**src/rtl/wiredng_cache_pkg.sv**
```systemverilog
// Shared types and constants for the cache bank miss-refill path.
package wiredng_cache_pkg;

    localparam int CACHE_PA_LENGTH = 48;
    localparam int LINE_BYTES      = 16;
    localparam int BEATS_PER_LINE  = 2;
    localparam int INDEX_LSB       = $clog2(LINE_BYTES);
    localparam int INDEX_MSB       = 13;
    localparam int TAG_LSB         = INDEX_MSB + 1;

    typedef struct packed {
        logic                             valid;
        logic [CACHE_PA_LENGTH-1:TAG_LSB] tag;
    } cache_tag_t;

    typedef enum logic [2:0] {
        ST_IDLE,
        ST_REQ,
        ST_RECV,
        ST_TAG,
        ST_DONE
    } refill_state_t;

endpackage

```
**src/rtl/wiredng_cache_victim_sel.sv**
```systemverilog
// Victim way selection: lowest invalid way, else the round-robin pointer.
module wiredng_cache_victim_sel #(
    parameter int WAY_COUNT = 4,
    localparam int PTR_W = $clog2(WAY_COUNT)
) (
    input  logic [WAY_COUNT-1:0] way_valid_i,
    input  logic [PTR_W-1:0]     rr_ptr_i,
    output logic [WAY_COUNT-1:0] victim_o,
    output logic                 all_valid_o
);

    logic found;

    always_comb begin
        victim_o    = '0;
        found       = 1'b0;
        all_valid_o = &way_valid_i;
        if (all_valid_o) begin
            victim_o[rr_ptr_i] = 1'b1;
        end else begin
            for (int i = 0; i < WAY_COUNT; i++) begin
                if (!way_valid_i[i] && !found) begin
                    victim_o[i] = 1'b1;
                    found       = 1'b1;
                end
            end
        end
    end

endmodule

```
**src/rtl/wiredng_cache_refill.sv**
```systemverilog
// Miss-refill engine: picks a victim, fetches a 2-beat line and
// installs data and tag, then pulses done so the pipeline replays.
module wiredng_cache_refill
    import wiredng_cache_pkg::*;
#(
    parameter int WAY_COUNT = 4,
    parameter int PA_LENGTH = CACHE_PA_LENGTH
) (
    input  logic                        clk,
    input  logic                        rst_n,
    input  logic                        miss_valid_i,
    input  logic [PA_LENGTH-1:4]        miss_paddr_i,
    input  logic [WAY_COUNT-1:0]        way_valid_i,
    output logic                        busy_o,
    output logic                        mem_req_valid_o,
    input  logic                        mem_req_ready_i,
    output logic [PA_LENGTH-1:4]        mem_req_addr_o,
    input  logic                        mem_rsp_valid_i,
    input  logic [63:0]                 mem_rsp_data_i,
    input  logic                        mem_rsp_err_i,
    output logic                        sram_we_o,
    output logic [9:0]                  sram_addr_o,
    output logic [WAY_COUNT-1:0]        sram_way_o,
    output logic                        sram_beat_o,
    output logic [63:0]                 sram_wdata_o,
    output logic                        tag_we_o,
    output cache_tag_t                  tag_wdata_o,
    output logic                        refill_done_o,
    output logic                        refill_err_o
);

    localparam int PTR_W  = $clog2(WAY_COUNT);
    localparam int BEAT_W = $clog2(BEATS_PER_LINE);

    refill_state_t            state_q, state_d;
    logic [PA_LENGTH-1:4]     addr_q, addr_d;
    logic [WAY_COUNT-1:0]     way_q, way_d;
    logic [PTR_W-1:0]         rr_q, rr_d;
    logic [BEAT_W-1:0]        cnt_q, cnt_d;
    logic                     err_q, err_d;
    logic                     busy_q;
    logic                     rsp_v_q;
    logic                     rsp_err_q;
    logic [63:0]              rsp_data_q;
    logic [WAY_COUNT-1:0]     victim;
    logic                     all_valid;
    logic                     beat_take;

    wiredng_cache_victim_sel #(
        .WAY_COUNT(WAY_COUNT)
    ) u_victim_sel (
        .way_valid_i(way_valid_i),
        .rr_ptr_i   (rr_q),
        .victim_o   (victim),
        .all_valid_o(all_valid)
    );

    // Beats outside RECV are dropped, including stragglers after a reset.
    assign beat_take = mem_rsp_valid_i && (state_q == ST_RECV);

    always_ff @(posedge clk or negedge rst_n) begin
        if (!rst_n) begin
            state_q    <= ST_IDLE;
            addr_q     <= '0;
            way_q      <= '0;
            rr_q       <= '0;
            cnt_q      <= '0;
            err_q      <= 1'b0;
            busy_q     <= 1'b0;
            rsp_v_q    <= 1'b0;
            rsp_err_q  <= 1'b0;
            rsp_data_q <= '0;
        end else begin
            state_q <= state_d;
            addr_q  <= addr_d;
            way_q   <= way_d;
            rr_q    <= rr_d;
            cnt_q   <= cnt_d;
            err_q   <= err_d;
            busy_q  <= (state_d != ST_IDLE);
            rsp_v_q <= beat_take;
            if (beat_take) begin
                rsp_err_q  <= mem_rsp_err_i;
                rsp_data_q <= mem_rsp_data_i;
            end
        end
    end

    always_comb begin
        state_d         = state_q;
        addr_d          = addr_q;
        way_d           = way_q;
        rr_d            = rr_q;
        cnt_d           = cnt_q;
        err_d           = err_q;
        mem_req_valid_o = 1'b0;
        sram_we_o       = 1'b0;
        tag_we_o        = 1'b0;
        tag_wdata_o     = '0;
        refill_done_o   = 1'b0;
        refill_err_o    = 1'b0;
        unique case (state_q)
            ST_IDLE: begin
                if (miss_valid_i) begin
                    addr_d  = miss_paddr_i;
                    way_d   = victim;
                    state_d = ST_REQ;
                    if (all_valid) begin
                        rr_d = rr_q + 1'b1;
                    end
                end
            end
            ST_REQ: begin
                mem_req_valid_o = 1'b1;
                if (mem_req_ready_i) begin
                    cnt_d   = '0;
                    state_d = ST_RECV;
                end
            end
            ST_RECV: begin
                if (rsp_v_q) begin
                    sram_we_o = 1'b1;
                    cnt_d     = cnt_q + 1'b1;
                    err_d     = err_q | rsp_err_q;
                    if (cnt_q == BEAT_W'(BEATS_PER_LINE - 1)) begin
                        state_d = ST_TAG;
                    end
                end
            end
            ST_TAG: begin
                tag_we_o          = 1'b1;
                tag_wdata_o.valid = !err_q;
                tag_wdata_o.tag   = addr_q[PA_LENGTH-1:TAG_LSB];
                state_d           = ST_DONE;
            end
            ST_DONE: begin
                refill_done_o = 1'b1;
                refill_err_o  = err_q;
                err_d         = 1'b0;
                state_d       = ST_IDLE;
            end
            default: begin
                state_d = ST_IDLE;
            end
        endcase
    end

    assign busy_o         = busy_q;
    assign mem_req_addr_o = addr_q;
    assign sram_addr_o    = addr_q[INDEX_MSB:INDEX_LSB];
    assign sram_way_o     = way_q;
    assign sram_beat_o    = cnt_q;
    assign sram_wdata_o   = rsp_data_q;

    a_no_miss_busy: assert property (
        @(posedge clk) disable iff (!rst_n)
        !(miss_valid_i && busy_o));

    a_rsp_in_recv: assert property (
        @(posedge clk) disable iff (!rst_n)
        mem_rsp_valid_i |-> (state_q inside {ST_IDLE, ST_RECV}));

endmodule

```
**config.mk**
```make
export PLATFORM = sky130hd
export DESIGN_NAME = wiredng_cache_refill
export DESIGN_NICKNAME = d
export VERILOG_FILES = /design/src/rtl/wiredng_cache_pkg.sv /design/src/rtl/wiredng_cache_victim_sel.sv /design/src/rtl/wiredng_cache_refill.sv
export SDC_FILE = /design/constraint.sdc
export NUM_CORES = 1
export LEC_CHECK = 0
export ABC_AREA = 1
export CAP_MARGIN = 10
export CELL_PAD_IN_SITES_DETAIL_PLACEMENT = 1
export CELL_PAD_IN_SITES_GLOBAL_PLACEMENT = 2
export CORE_MARGIN = 8
export CORE_UTILIZATION = 22
export DETAILED_ROUTE_END_ITERATION = 8
export PLACE_DENSITY_LB_ADDON = 0.15
export SKIP_CTS_REPAIR_TIMING = 1
export SYNTH_ARGS = -nofsm -noshare
export SYNTH_HDL_FRONTEND = slang
export SYNTH_SLANG_ARGS = --single-unit
```
**constraint.sdc**
```tcl
create_clock -name clk -period 2.4 [get_ports clk]
set_clock_uncertainty 0.15 [all_clocks]
set_input_delay 0.24 -clock clk [delete_from_list [all_inputs] [get_ports clk]]
set_output_delay 0.24 -clock clk [all_outputs]
set_load 0.01 [all_outputs]
```
==> summary.txt <==
Status
  – Status: finished, final reports clean

Floorplanning
  – Die H: 168 um
  – Rows: 55
  – Die footprint: 28300 um^2
  – Die Wd: 168 um
  – Core footprint: 22700 um^2
  – Initial core utilization: 0.224
  – I/O pin count: 282

CTS
  – Root Driver: clkbuf_16
  – CTS Buf Count: 17
  – # H-tree levels: 4
  – CTS tree: done
  – Clk sink count: 122
  – Deepest clock path buffer count: 2
  – Worst-skew pair later-pin latency: 0.41 ns
  – Clock slew at reported path FFs: 0.07 ns

Worst setup path
  – CP max FO: 4
  – Crit path arrival time: 1.91 ns
  – WS Path Type: reg -> out
  – Worst endpoint required time: 2.01 ns
  – CP Capture Type: primary output
  – Worst setup SP type: flip-flop

Cells and area
  – Post-layout instance count excluding filler cells: 1180
  – Final Util: 0.390
  – Layout area overhead: 73.7%
  – Nets@finish: 1003
  – Layout cell share with drive strength beyond 1: 0.0626

Synth
  – Distinct cells, synth: 20
  – Cell area after synthesis: 5090 um^2
  – Sequential area share after synthesis: 0.599
  – Mapped Nets: 727
  – Mapped Cells: 605
  – Post-synthesis register bit count: 122
  – Synth Area per Inst: 8.42 um^2
  – Ys Warns: 0

Timing
  – Slew HR: 0.649
  – Final period util: 0.956
  – Hold Violations, Final: 0
  – Setup violators final: 0
  – Slew at the pin with the worst max-slew slack: 0.526 ns
  – Fin crit period: 2.30 ns
  – Slew Viols, Final: 0
  – Max frequency: 0.436 GHz

Detailed routing
  – DR pass1 iterations: 4
  – Total Wirelength: 20.4 mm
  – DRC errors left: 0
  – 1st-iter DRT viols: 283
  – DR vias: 4876
  – Vias/cell: 4.13
  – Post-DRT Antenna Nets: 0
  – Drt wl/cell: 17.3 um

Pwr
  – Peak supply drop: 0.000454 V
  – Tot Pwr: 11.2 mW
  – Lkg Pwr: 4.73 nW
  – PD cells: 1270 nW/um^2

Global routing
  – Largest net degree at the start of global routing: 67
  – Tot GR Track Use: 0.143
  – Gr ovfl total: 0
  – Initial antenna violation count: 1
  – First-pass GRT wire length: 31.4 mm
  – Vias in the first global route: 5244

Placed design
  – Gpl congestion: 0.743
  – Number of port buffers: 281
  – Placed cell count: 1145
  – Final HPWL DP: 15.6 mm

Min path
  – Hold crit path type: in -> async

Job
  – Max-cap violations: 0
## metal layers
metal	track usage	wire (um)	up-vias
met1	0.161	8380	2350
li1	-	-	2355
met5	0	0	-
met4	0.0411	311	0
met2	0.252	10400	152
met3	0.0498	1340	19
## cells by family after synthesis
| family | after synthesis | synth area share |
|---|---|---|
| buffers and inverters | 89 | 0.0855 |
| and+or+nand+nor | 351 | 0.267 |
| adders and majority gates | 4 | 0.00983 |
| AOI/OAI and AO/OA | 39 | 0.0386 |
| DFF | 122 | 0.599 |
## critical path: stages (launching register included)
cell	delay, ns
dfrtp_1	0.39
buf_4	0.15
nor2_2	0.14
nand2_1	0.13
nor2_1	0.11
clkdlybuf4s50_1	0.58
## path summary, 6_finish.rpt
| check | start | endpoint | slack [ns] | cells past startpoint |
|---|---|---|---|---|
| max | state_q[1] | refill_err_o | 0.10 | 5 |
| min | rst_n | rsp_v_q | 0.19 | 2 |
| max reg2reg | state_q[1] | rr_q[1] | 0.78 | 8 |
| min reg2reg | sram_wdata_o[36] | sram_wdata_o[36] | 0.32 | 2 |
| max in group asynchronous | rst_n | sram_wdata_o[39] | 1.09 | 3 |
| min in group clk | mem_rsp_data_i[54] | sram_wdata_o[54] | 0.21 | 3 |
## metrics by stage
step,hold slack [ns],TNS [ns],worst slack (ns),instance area (um^2)
6_report,0.187,0,0.105,8850
5_1_grt,0.192,-0.000467,-0.000467,8850
4_1_cts,-0.344,-4.75,-0.181,8740
3_5_place_dp,0.114,0,0.278,8150
3_3_place_gp,0.102,0,0.382,8150
2_1_floorplan,-0.206,0,0.894,5090
## sequential cells by signal, summed over array words and instances (netlist names)
register and count:
sram_wdata_o 64, busy_o 1, sram_beat_o 1, rsp_v_q 1, state_q 3, err_q 1
rr_q 2, sram_way_o 4, rsp_err_q 1, mem_req_addr_o 44
## cells in the mapped netlist
master / instances / share of area
inv_1: 48 / 0.035
o21ai_0: 27 / 0.027
buf_1: 1 / 0.00074
nor2_4: 2 / 0.0044
a31oi_1: 1 / 0.0012
inv_2: 5 / 0.0037
dfrtp_1: 122 / 0.60
nand3_2: 2 / 0.0039
nand3_1: 7 / 0.0069
buf_4: 11 / 0.016
or2_2: 1 / 0.0012
buf_2: 18 / 0.018
nor2_1: 45 / 0.033
clkbuf_1: 1 / 0.00074
buf_6: 5 / 0.011
nand2_1: 293 / 0.22
o21ai_1: 9 / 0.0088
a21oi_1: 2 / 0.0020
nor2_2: 1 / 0.0012
ha_1: 4 / 0.0098
## where the power goes
group	leakage, nW	switching [mW]	internal, mW
clock	0.268	1.00	1.56
sequential	1.52	0.567	3.03
combinational	2.95	2.47	2.58
## area by class of cell
cell class                      count  area (um^2)
Multi-Input combinational cell    394         1610
Timing Repair Buffer              293         3040
Clock buffer                       19          443
Antenna cell                        1         2.50
Clock inverter                     13          145
Fill cell                        2603        13900
Inverter                           53          199
Sequential cell                   122         3050
Tap cell                          285          357
## layout by cell type (no fill, tap or decap), drive strengths merged
master,count
dlymetal6s2s,35
bufinv,2
nand2,293
or2,1
clkinv,3
clkdlybuf4s50,245
o21ai,36
nor2,48
inv,55
dlygate4sd3,1
buf,12
clkinvlp,6
nand3,9
a21oi,2
diode,1
clkbuf,19
ha,4
dfrtp,122
a31oi,1
Note: power is estimated with default switching activity, not from simulation.
